$ cat src/rtl/alu_sequencer.sv
// alu_sequencer: T0..T6 control-step sequencer for the single-bus datapath.
// Fetches one instruction over the memory read handshake, decodes the IR
// into one-hot register selects and an ALU op, then steps the strobes.
//
// Optional feature macro: ALU_SEQ_MULDIV_EN
//   defined     : MUL/DIV run as binary ops with a T6 HI write-back
//   not defined : MUL/DIV opcodes go to ERR; Zhighout/HIin/LOin tied 0
//
// Ports:
//   clock, clear (sync, active-low), start, ir[DATA_W], mem_ready
//   PCout, Zlowout, Zhighout, MDRout          bus-mux drive selects
//   MARin, PCin, MDRin, IRin, Yin, Zin        register load enables
//   IncPC, Read, HIin, LOin                   misc strobes
//   Rout/Rin[NUM_REGS]                        one-hot register selects
//   alu_op[OP_W]                              ALU op, nonzero in T4 only
//   busy, done, err                           status

module alu_sequencer #(
    parameter int DATA_W   = 32,
    parameter int NUM_REGS = 16,
    parameter int OP_W     = 5
) (
    input  logic                clock,
    input  logic                clear,
    input  logic                start,
    input  logic [DATA_W-1:0]   ir,
    input  logic                mem_ready,
    output logic                PCout,
    output logic                Zlowout,
    output logic                Zhighout,
    output logic                MDRout,
    output logic                MARin,
    output logic                PCin,
    output logic                MDRin,
    output logic                IRin,
    output logic                Yin,
    output logic                Zin,
    output logic                IncPC,
    output logic                Read,
    output logic                HIin,
    output logic                LOin,
    output logic [NUM_REGS-1:0] Rout,
    output logic [NUM_REGS-1:0] Rin,
    output logic [OP_W-1:0]     alu_op,
    output logic                busy,
    output logic                done,
    output logic                err
);

    typedef enum logic [3:0] {
        S_IDLE,
        S_T0,
        S_T1,
        S_T2,
        S_T3,
        S_T4,
        S_T5,
`ifdef ALU_SEQ_MULDIV_EN
        S_T6,
`endif
        S_ERR
    } state_t;

    typedef enum logic [1:0] {
        CL_ILL,
        CL_BIN,
        CL_UN,
        CL_MD
    } op_class_t;

    localparam logic [OP_W-1:0] OP_ADD = OP_W'(5'b00011);
    localparam logic [OP_W-1:0] OP_SUB = OP_W'(5'b00100);
    localparam logic [OP_W-1:0] OP_AND = OP_W'(5'b00101);
    localparam logic [OP_W-1:0] OP_OR  = OP_W'(5'b00110);
    localparam logic [OP_W-1:0] OP_SHR = OP_W'(5'b00111);
    localparam logic [OP_W-1:0] OP_SHL = OP_W'(5'b01000);
    localparam logic [OP_W-1:0] OP_ROR = OP_W'(5'b01001);
    localparam logic [OP_W-1:0] OP_ROL = OP_W'(5'b01010);
    localparam logic [OP_W-1:0] OP_NEG = OP_W'(5'b10001);
    localparam logic [OP_W-1:0] OP_NOT = OP_W'(5'b10010);
`ifdef ALU_SEQ_MULDIV_EN
    localparam logic [OP_W-1:0] OP_MUL = OP_W'(5'b01111);
    localparam logic [OP_W-1:0] OP_DIV = OP_W'(5'b10000);
`endif

    state_t          state_q, state_d;
    logic [OP_W-1:0] op_q, op_d;
    logic [3:0]      ra_q, ra_d;
    logic [3:0]      rb_q, rb_d;
    logic [3:0]      rc_q, rc_d;
    op_class_t       cls_q;
    op_class_t       cls_ir;

    // Only the opcode and register fields of the IR are consumed.
    logic unused_ir;
    assign unused_ir = ^ir;

    function automatic op_class_t op_class(input logic [OP_W-1:0] op);
        op_class_t c;
        case (op)
            OP_ADD, OP_SUB, OP_AND, OP_OR,
            OP_SHR, OP_SHL, OP_ROR, OP_ROL: c = CL_BIN;
            OP_NEG, OP_NOT:                 c = CL_UN;
`ifdef ALU_SEQ_MULDIV_EN
            OP_MUL, OP_DIV:                 c = CL_MD;
`endif
            default:                        c = CL_ILL;
        endcase
        return c;
    endfunction

    // Indices beyond the register file leave the select all-zero.
    function automatic logic [NUM_REGS-1:0] onehot(input logic [3:0] idx);
        logic [NUM_REGS-1:0] v;
        v = '0;
        for (int i = 0; i < NUM_REGS; i++) begin
            if ({28'd0, idx} == i) begin
                v[i] = 1'b1;
            end
        end
        return v;
    endfunction

    assign cls_ir = op_class(ir[31 -: OP_W]);
    assign cls_q  = op_class(op_q);

    always_ff @(posedge clock) begin
        if (!clear) begin
            state_q <= S_IDLE;
            op_q    <= '0;
            ra_q    <= '0;
            rb_q    <= '0;
            rc_q    <= '0;
        end else begin
            state_q <= state_d;
            op_q    <= op_d;
            ra_q    <= ra_d;
            rb_q    <= rb_d;
            rc_q    <= rc_d;
        end
    end

    // Fields are captured on the edge that leaves T2.
    always_comb begin
        op_d = op_q;
        ra_d = ra_q;
        rb_d = rb_q;
        rc_d = rc_q;
        if (state_q == S_T2) begin
            op_d = ir[31 -: OP_W];
            ra_d = ir[26:23];
            rb_d = ir[22:19];
            rc_d = ir[18:15];
        end
    end

`ifndef ALU_SEQ_MULDIV_EN
    assign Zhighout = 1'b0;
    assign HIin     = 1'b0;
    assign LOin     = 1'b0;
`endif

    always_comb begin
        state_d = state_q;
        PCout   = 1'b0;
        Zlowout = 1'b0;
        MDRout  = 1'b0;
        MARin   = 1'b0;
        PCin    = 1'b0;
        MDRin   = 1'b0;
        IRin    = 1'b0;
        Yin     = 1'b0;
        Zin     = 1'b0;
        IncPC   = 1'b0;
        Read    = 1'b0;
`ifdef ALU_SEQ_MULDIV_EN
        Zhighout = 1'b0;
        HIin     = 1'b0;
        LOin     = 1'b0;
`endif
        Rout    = '0;
        Rin     = '0;
        alu_op  = '0;
        busy    = (state_q != S_IDLE);
        done    = 1'b0;
        err     = 1'b0;

        case (state_q)
            S_IDLE: begin
                if (start) begin
                    state_d = S_T0;
                end
            end
            S_T0: begin
                PCout   = 1'b1;
                MARin   = 1'b1;
                IncPC   = 1'b1;
                Zin     = 1'b1;
                state_d = S_T1;
            end
            S_T1: begin
                Zlowout = 1'b1;
                PCin    = 1'b1;
                Read    = 1'b1;
                // MDR loads only when the memory presents valid data.
                if (mem_ready) begin
                    MDRin   = 1'b1;
                    state_d = S_T2;
                end
            end
            S_T2: begin
                MDRout = 1'b1;
                IRin   = 1'b1;
                case (cls_ir)
                    CL_BIN,
                    CL_MD:   state_d = S_T3;
                    CL_UN:   state_d = S_T4;
                    default: state_d = S_ERR;
                endcase
            end
            S_T3: begin
                Rout    = onehot(rb_q);
                Yin     = 1'b1;
                state_d = S_T4;
            end
            S_T4: begin
                alu_op  = op_q;
                Zin     = 1'b1;
                // Unary ops take their single operand from Rb.
                if (cls_q == CL_UN) begin
                    Rout = onehot(rb_q);
                end else begin
                    Rout = onehot(rc_q);
                end
                state_d = S_T5;
            end
            S_T5: begin
                Zlowout = 1'b1;
`ifdef ALU_SEQ_MULDIV_EN
                if (cls_q == CL_MD) begin
                    LOin    = 1'b1;
                    state_d = S_T6;
                end else begin
                    Rin     = onehot(ra_q);
                    done    = 1'b1;
                    state_d = S_IDLE;
                end
`else
                Rin     = onehot(ra_q);
                done    = 1'b1;
                state_d = S_IDLE;
`endif
            end
`ifdef ALU_SEQ_MULDIV_EN
            S_T6: begin
                Zhighout = 1'b1;
                HIin     = 1'b1;
                done     = 1'b1;
                state_d  = S_IDLE;
            end
`endif
            S_ERR: begin
                err     = 1'b1;
                state_d = S_IDLE;
            end
            default: begin
                state_d = S_IDLE;
            end
        endcase
    end

endmodule
$ cat config.mk
export PLATFORM = sky130hd
export DESIGN_NAME = alu_sequencer
export DESIGN_NICKNAME = d
export VERILOG_FILES = /design/src/rtl/alu_sequencer.sv
export SDC_FILE = /design/constraint.sdc
export NUM_CORES = 1
export LEC_CHECK = 0
export BUFFER_PORTS_ARGS = -buffer_cell sky130_fd_sc_hd__buf_2
export CAP_MARGIN = 30
export CORE_MARGIN = 5
export CORE_UTILIZATION = 45
export CTS_CLUSTER_SIZE = 12
export DETAILED_ROUTE_END_ITERATION = 12
export GPL_TIMING_DRIVEN = 0
export HOLD_SLACK_MARGIN = 0.12
export PLACE_DENSITY = 0.81
export SLEW_MARGIN = 20
export SYNTH_ARGS = -nofsm -noshare
export SYNTH_HDL_FRONTEND = slang
export SYNTH_SLANG_ARGS = --single-unit
$ cat constraint.sdc
create_clock -name clock -period 2.28 [get_ports clock]
set_clock_uncertainty 0.15 [all_clocks]
set_input_delay 0.456 -clock clock [delete_from_list [all_inputs] [get_ports clock]]
set_output_delay 0.456 -clock clock [all_outputs]
set_load 0.01 [all_outputs]
; Word-level counts from Yosys, hierarchy flattened
; Memory sizes are Yosys's and may differ from the RTL's. A register that Yosys moved wholly into a read port is not among the register bits.
; Index checks and enable logic that the tools add are counted.
[classes]
n_eq_ne = 58
mux = 68
n_reduce_logical = 9
[ops]
columns = op, n
row1 = "== test 4 bit, second input constant", 24
row2 = "== test 4 x 3 -> 1 bit, second input constant", 16
row3 = two-way mux 1 bit, 58
row4 = "== test 4 x 2 -> 1 bit, second input constant", 8
row5 = two-way mux 16 bit, 2
row6 = one-hot mux 16 bit (2 select lines), 1
row7 = one-hot mux 4 bit (6 select lines), 1
row8 = "== test 4 x 1 -> 1 bit, second input constant", 4
row9 = logical NOT 4 bit, 4
row10 = two-way mux 5 bit, 3
row11 = two-way mux 4 bit, 2
row12 = "== test 2 bit, second input constant", 3
row13 = OR reduction 2 bit, 3
row14 = "!= test 2 bit, second input constant", 2
row15 = one-hot mux 2 bit (2 select lines), 1
row16 = nonzero test 4 bit, 1
row17 = "== test 2 x 1 -> 1 bit, second input constant", 1
row18 = AND reduction 2 bit, 1
[totals]
ff_bits = 21
rom_bits = 128
input_bits = 36
out_inout_bits = 54
elab_cells = 142
memories = 2
[memory_table]
columns = name, depth, width, read_ports, rd_clocked_by_memory_dff, wr, line_no
row1 = (name not given), 32, 2, 1, 1, 0, 100  ; case (op)
row2 = (name not given), 32, 2, 1, 0, 0, 100

; Depth between registers and ports, before layout
; An unclocked memory read counts as a cell.
[logic_depth]
depth_word = 5
ltp_mapped = 8
ltp_nobuf = 7

; Least setup slack after synthesis
; Ideal clock, no wire load.
[synth_path]
path_kind = flip-flop to output port
start = register state_q[1]
end = output port Rout[1]
arrival_ns = 1.335
path_slack_ns = 0.339
stages_incl_launch_ff = 5
cell_sequence = dfxtp_1 > buf_6 > nand2b_4 > or4b_4 > o22ai_1
[synth_via]
elab_chain_cells = 2
elab_cells_between_ends = 3
cone_classes = eq/ne (2) / mux (1)
[synth_rtl]
columns = item, line_no
row1 = start: declaration, 86  ; state_t state_q, state_d;
row2 = start signal: assignment, 135  ; state_q <= state_d;
row3 = == test 4 x 3 -> 1 bit, 188  ; case (state_q)
row4 = one-hot mux 16 bit (2 select lines) (*), 188
row5 = end: declaration, 42  ; output logic [NUM_REGS-1:0] Rout,
; Mark *: on every way between the ends. The rest lies on a longest branch, timed or not.

; Worst setup path after layout
[layout_path]
start = register state_q[1]
end = output port Rout[15]
; The elaborated chain is that of the path after synthesis.

==> impl_results.md <==
- Run status: complete, but fails checks
- Failing checks: setup timing
- Clock power share: 0.260
- Yosys cell types: between 40 and 50
- Num CTS Buffers: 3
- Gpl congestion: ~0.87
- Vias per cell: roughly 5.4
- Cell internal pwr: ~630 uW
- Final worst slack: -29.2 ps
- Most Crowded Layer GR: met2
- Synth Register Bits: 22
- Clock tree buffer depth: 2
- VDD IR max: just under 0.4 mV
- Non-Filler Instances: about 360
- GR Util met1: 0.225
- Syn Area/Cell: approximately 7.3 um2
- Leak: 0.00107 uW
- Antenna diode count: 0
- Hold Slack: ~280 ps
- Crit Path Class: flop to output port
- Clock net sink count: 22
- Starting Density: 0.460
- Element type at the critical path end: output port
- Area grow syn2layout: 35.5%
- Register area share after synthesis: 0.265
- CTS tree: yes
- CTS Root Cell: clkbuf_8
- Routed Antenna Nets: 0
- Final setup vio count: 3
- Vias in the first global route: 1771
- Chip Width: approximately 71 um
- I/O Buffers: between 70 and 80
- Data arrival time of the worst path: around 1700 ps
- Hold Path Class: input pin to flop
- Fmax: ~0.43 GHz
- Gate power share: 0.264
- RSZ-0062 raised after global routing: true
- Share of cells above drive strength 1: 0.380
- Pwr Density: 390 nW/um2
- Row count: 22
- Via count: around 1900
- Period minus WS final: 2310 ps
- Final Instance Area: approximately 2200 um2
- # Max-Cap Violations: 0
- Power consumption: ~880 uW
- Total gr overflow: 0
- Final period util: 1.01
- DP HPWL: around 3700 um
- Switch share: 0.281
- Max Slew Vio Count: 0
- Crit path max fanout: 3
- Final wirelength: ~4700 um
- Largest net degree at the start of global routing: 12
- Switch Pwr: around 250 uW
- Hold buffer count at CTS: 0
- GR Util met3: 0.0369
- Antenna violations before repair: 0
- H-tree Lvls: 1
- Area post-placement: about 2100 um2
- Yosys warns: 0
- Critical Path RT: 1670 ps
- DP Cell Count: between 300 and 400
- First-pass GRT wire length: a little under 8000 um
- Cell count after synthesis: roughly 230
- Filler Cell Count: between 300 and 400
- Detail-routed net length per standard cell: between 10 and 15 um
- Core area: 3610 um2
- Synth Cell Area: between 1500 and 2000 um2
- Clk Latency, worst-skew pair: 250 ps
- Worst-path clk slew: approximately 70 ps
- CP Launch Type: flop
- Die H: just over 70 um
- Sequential Power Share: 0.475
- Nets: about 350
- Post-synth ARST share: 0
- Total track usage: 0.183
- Final hold vios: 0
- DRC marker count from the first detailed-route iteration: around 110
- Drt pass-1 iters: 4
- # IOs: 90
- Most common flop cell mapped by yosys: dfxtp_1
- EDFF count, synth: 0
- Met2 usage: 0.321
- # DRC: 0
- Die Area: 5000 um2
power by group through the flow:
stage | Sequential [uW] | Combinational (uW) | Clock [uW]
floorplan | 418 | 138 | 0
global placement | 421 | 201 | 0
detailed placement | 422 | 205 | 0
CTS | 413 | 218 | 236
global route | 419 | 255 | 255
finish | 417 | 232 | 228
kinds of logic (layout without fill, tap and decap cells):
kind of cell,after synthesis,count (layout),synth area share
other cells,1,3,0.00226
mux,3,3,0.0286
compound gates,56,56,0.237
flops,22,22,0.265
fa+ha+maj,3,3,0.0226
simple gates,116,116,0.359
buf+inv,27,105,0.0859
Yosys cell counts, types with 3 or more instances:
cell type  number  area share
clkbuf_1        9       0.020
buf_4           8       0.036
nor2_1         22       0.050
nor3b_1         3       0.014
ha_1            3       0.023
a21boi_0        3       0.014
dfxtp_1        22        0.27
nand2_1        40       0.090
o22ai_1        13       0.049
nor2b_1         8       0.030
buf_2           3      0.0090
nor3_1          9       0.027
a22oi_1        12       0.054
nand4_1         3       0.011
and3_1          8       0.030
inv_1           4      0.0090
a21boi_1       15       0.068
nand4b_1        3       0.016
nand2b_1        9       0.034
o21a_1          3       0.014
critical path: stages (launching register included):
cell and delay, ps:
dfxtp_2 330, buf_6 110, buf_4 140, nor2b_1 180, nand4b_1 190, a21boi_0 170
o21ai_1 170, buf_2 160
sequential cells by signal, indices dropped and copies added, names as in the netlist:
signal / cells
cls_q: 2
op_q: 5
ra_q: 4
rb_q: 4
rc_q: 4
state_q: 3
cell usage in the layout, fill, tap and decap left out, types with 4 or more instances in the layout:
cell type	n
nor2_1	22
nor2b_1	7
a22oi_1	12
buf_4	18
nor3_1	8
inv_1	4
nand2_1	40
a21boi_1	15
o22ai_1	9
buf_2	72
nand2b_1	8
o22ai_2	4
clkbuf_1	4
and3_1	8
dfxtp_1	20
what timing repair did:
| item | in CTS | in global routing |
|---|---|---|
| pin swaps | 2 | 3 |
| resized for setup | 8 | 22 |
| setup endpoints to repair | 13 | 26 |
| buffers inserted | 5 | 2 |
layout make-up:
| cell class | count | area (um2) | area share |
|---|---|---|---|
| sequential | 22 | 443 | 0.197 |
| tap | 48 | 60.1 | 0.0267 |
| clock buffer | 3 | 41.3 | 0.0184 |
| buffer | 18 | 125 | 0.0556 |
| inverter | 6 | 22.5 | 0.0100 |
| multi-input combinational | 181 | 1150 | 0.511 |
| timing repair buffer | 78 | 408 | 0.181 |
path summary, 6_finish.rpt:
| kind | from | endpoint | slack, ps | cells after the start |
|---|---|---|---|---|
| setup reg to reg | state_q[2]$_SDFFE_PN0P_ | cls_q[1]$_SDFF_PP0_ | 300 | 7 |
| hold reg to reg | op_q[0]$_SDFFE_PN0P_ | op_q[0]$_SDFFE_PN0P_ | 340 | 2 |
| setup / recovery | state_q[1]$_SDFFE_PN0P_ | Rout[15] | -30 | 7 |
| hold / removal | ir[20] | rb_q[1]$_SDFFE_PN0P_ | 280 | 3 |
per-stage QoR:
stage / util / setup WS (ps) / setup TNS, ps
2_1_floorplan: - / 339 / 0
3_3_place_gp: 0.578 / 45.9 / 0
3_5_place_dp: 0.578 / 55.3 / 0
4_1_cts: 0.608 / -49.5 / -66.7
5_1_grt: 0.624 / -102 / -813
6_report: 0.624 / -29.2 / -54.2
per-layer routing:
layer | vias to the layer above | wire [um] | share of wire
met2 | 74 | 2290 | 0.49
met3 | 10 | 304 | 0.065
met4 | 0 | 99 | 0.021
li1 | 955 | - | -
met1 | 876 | 2020 | 0.43
met5 | - | 0 | 0
(Power assumes the default switching activity.)
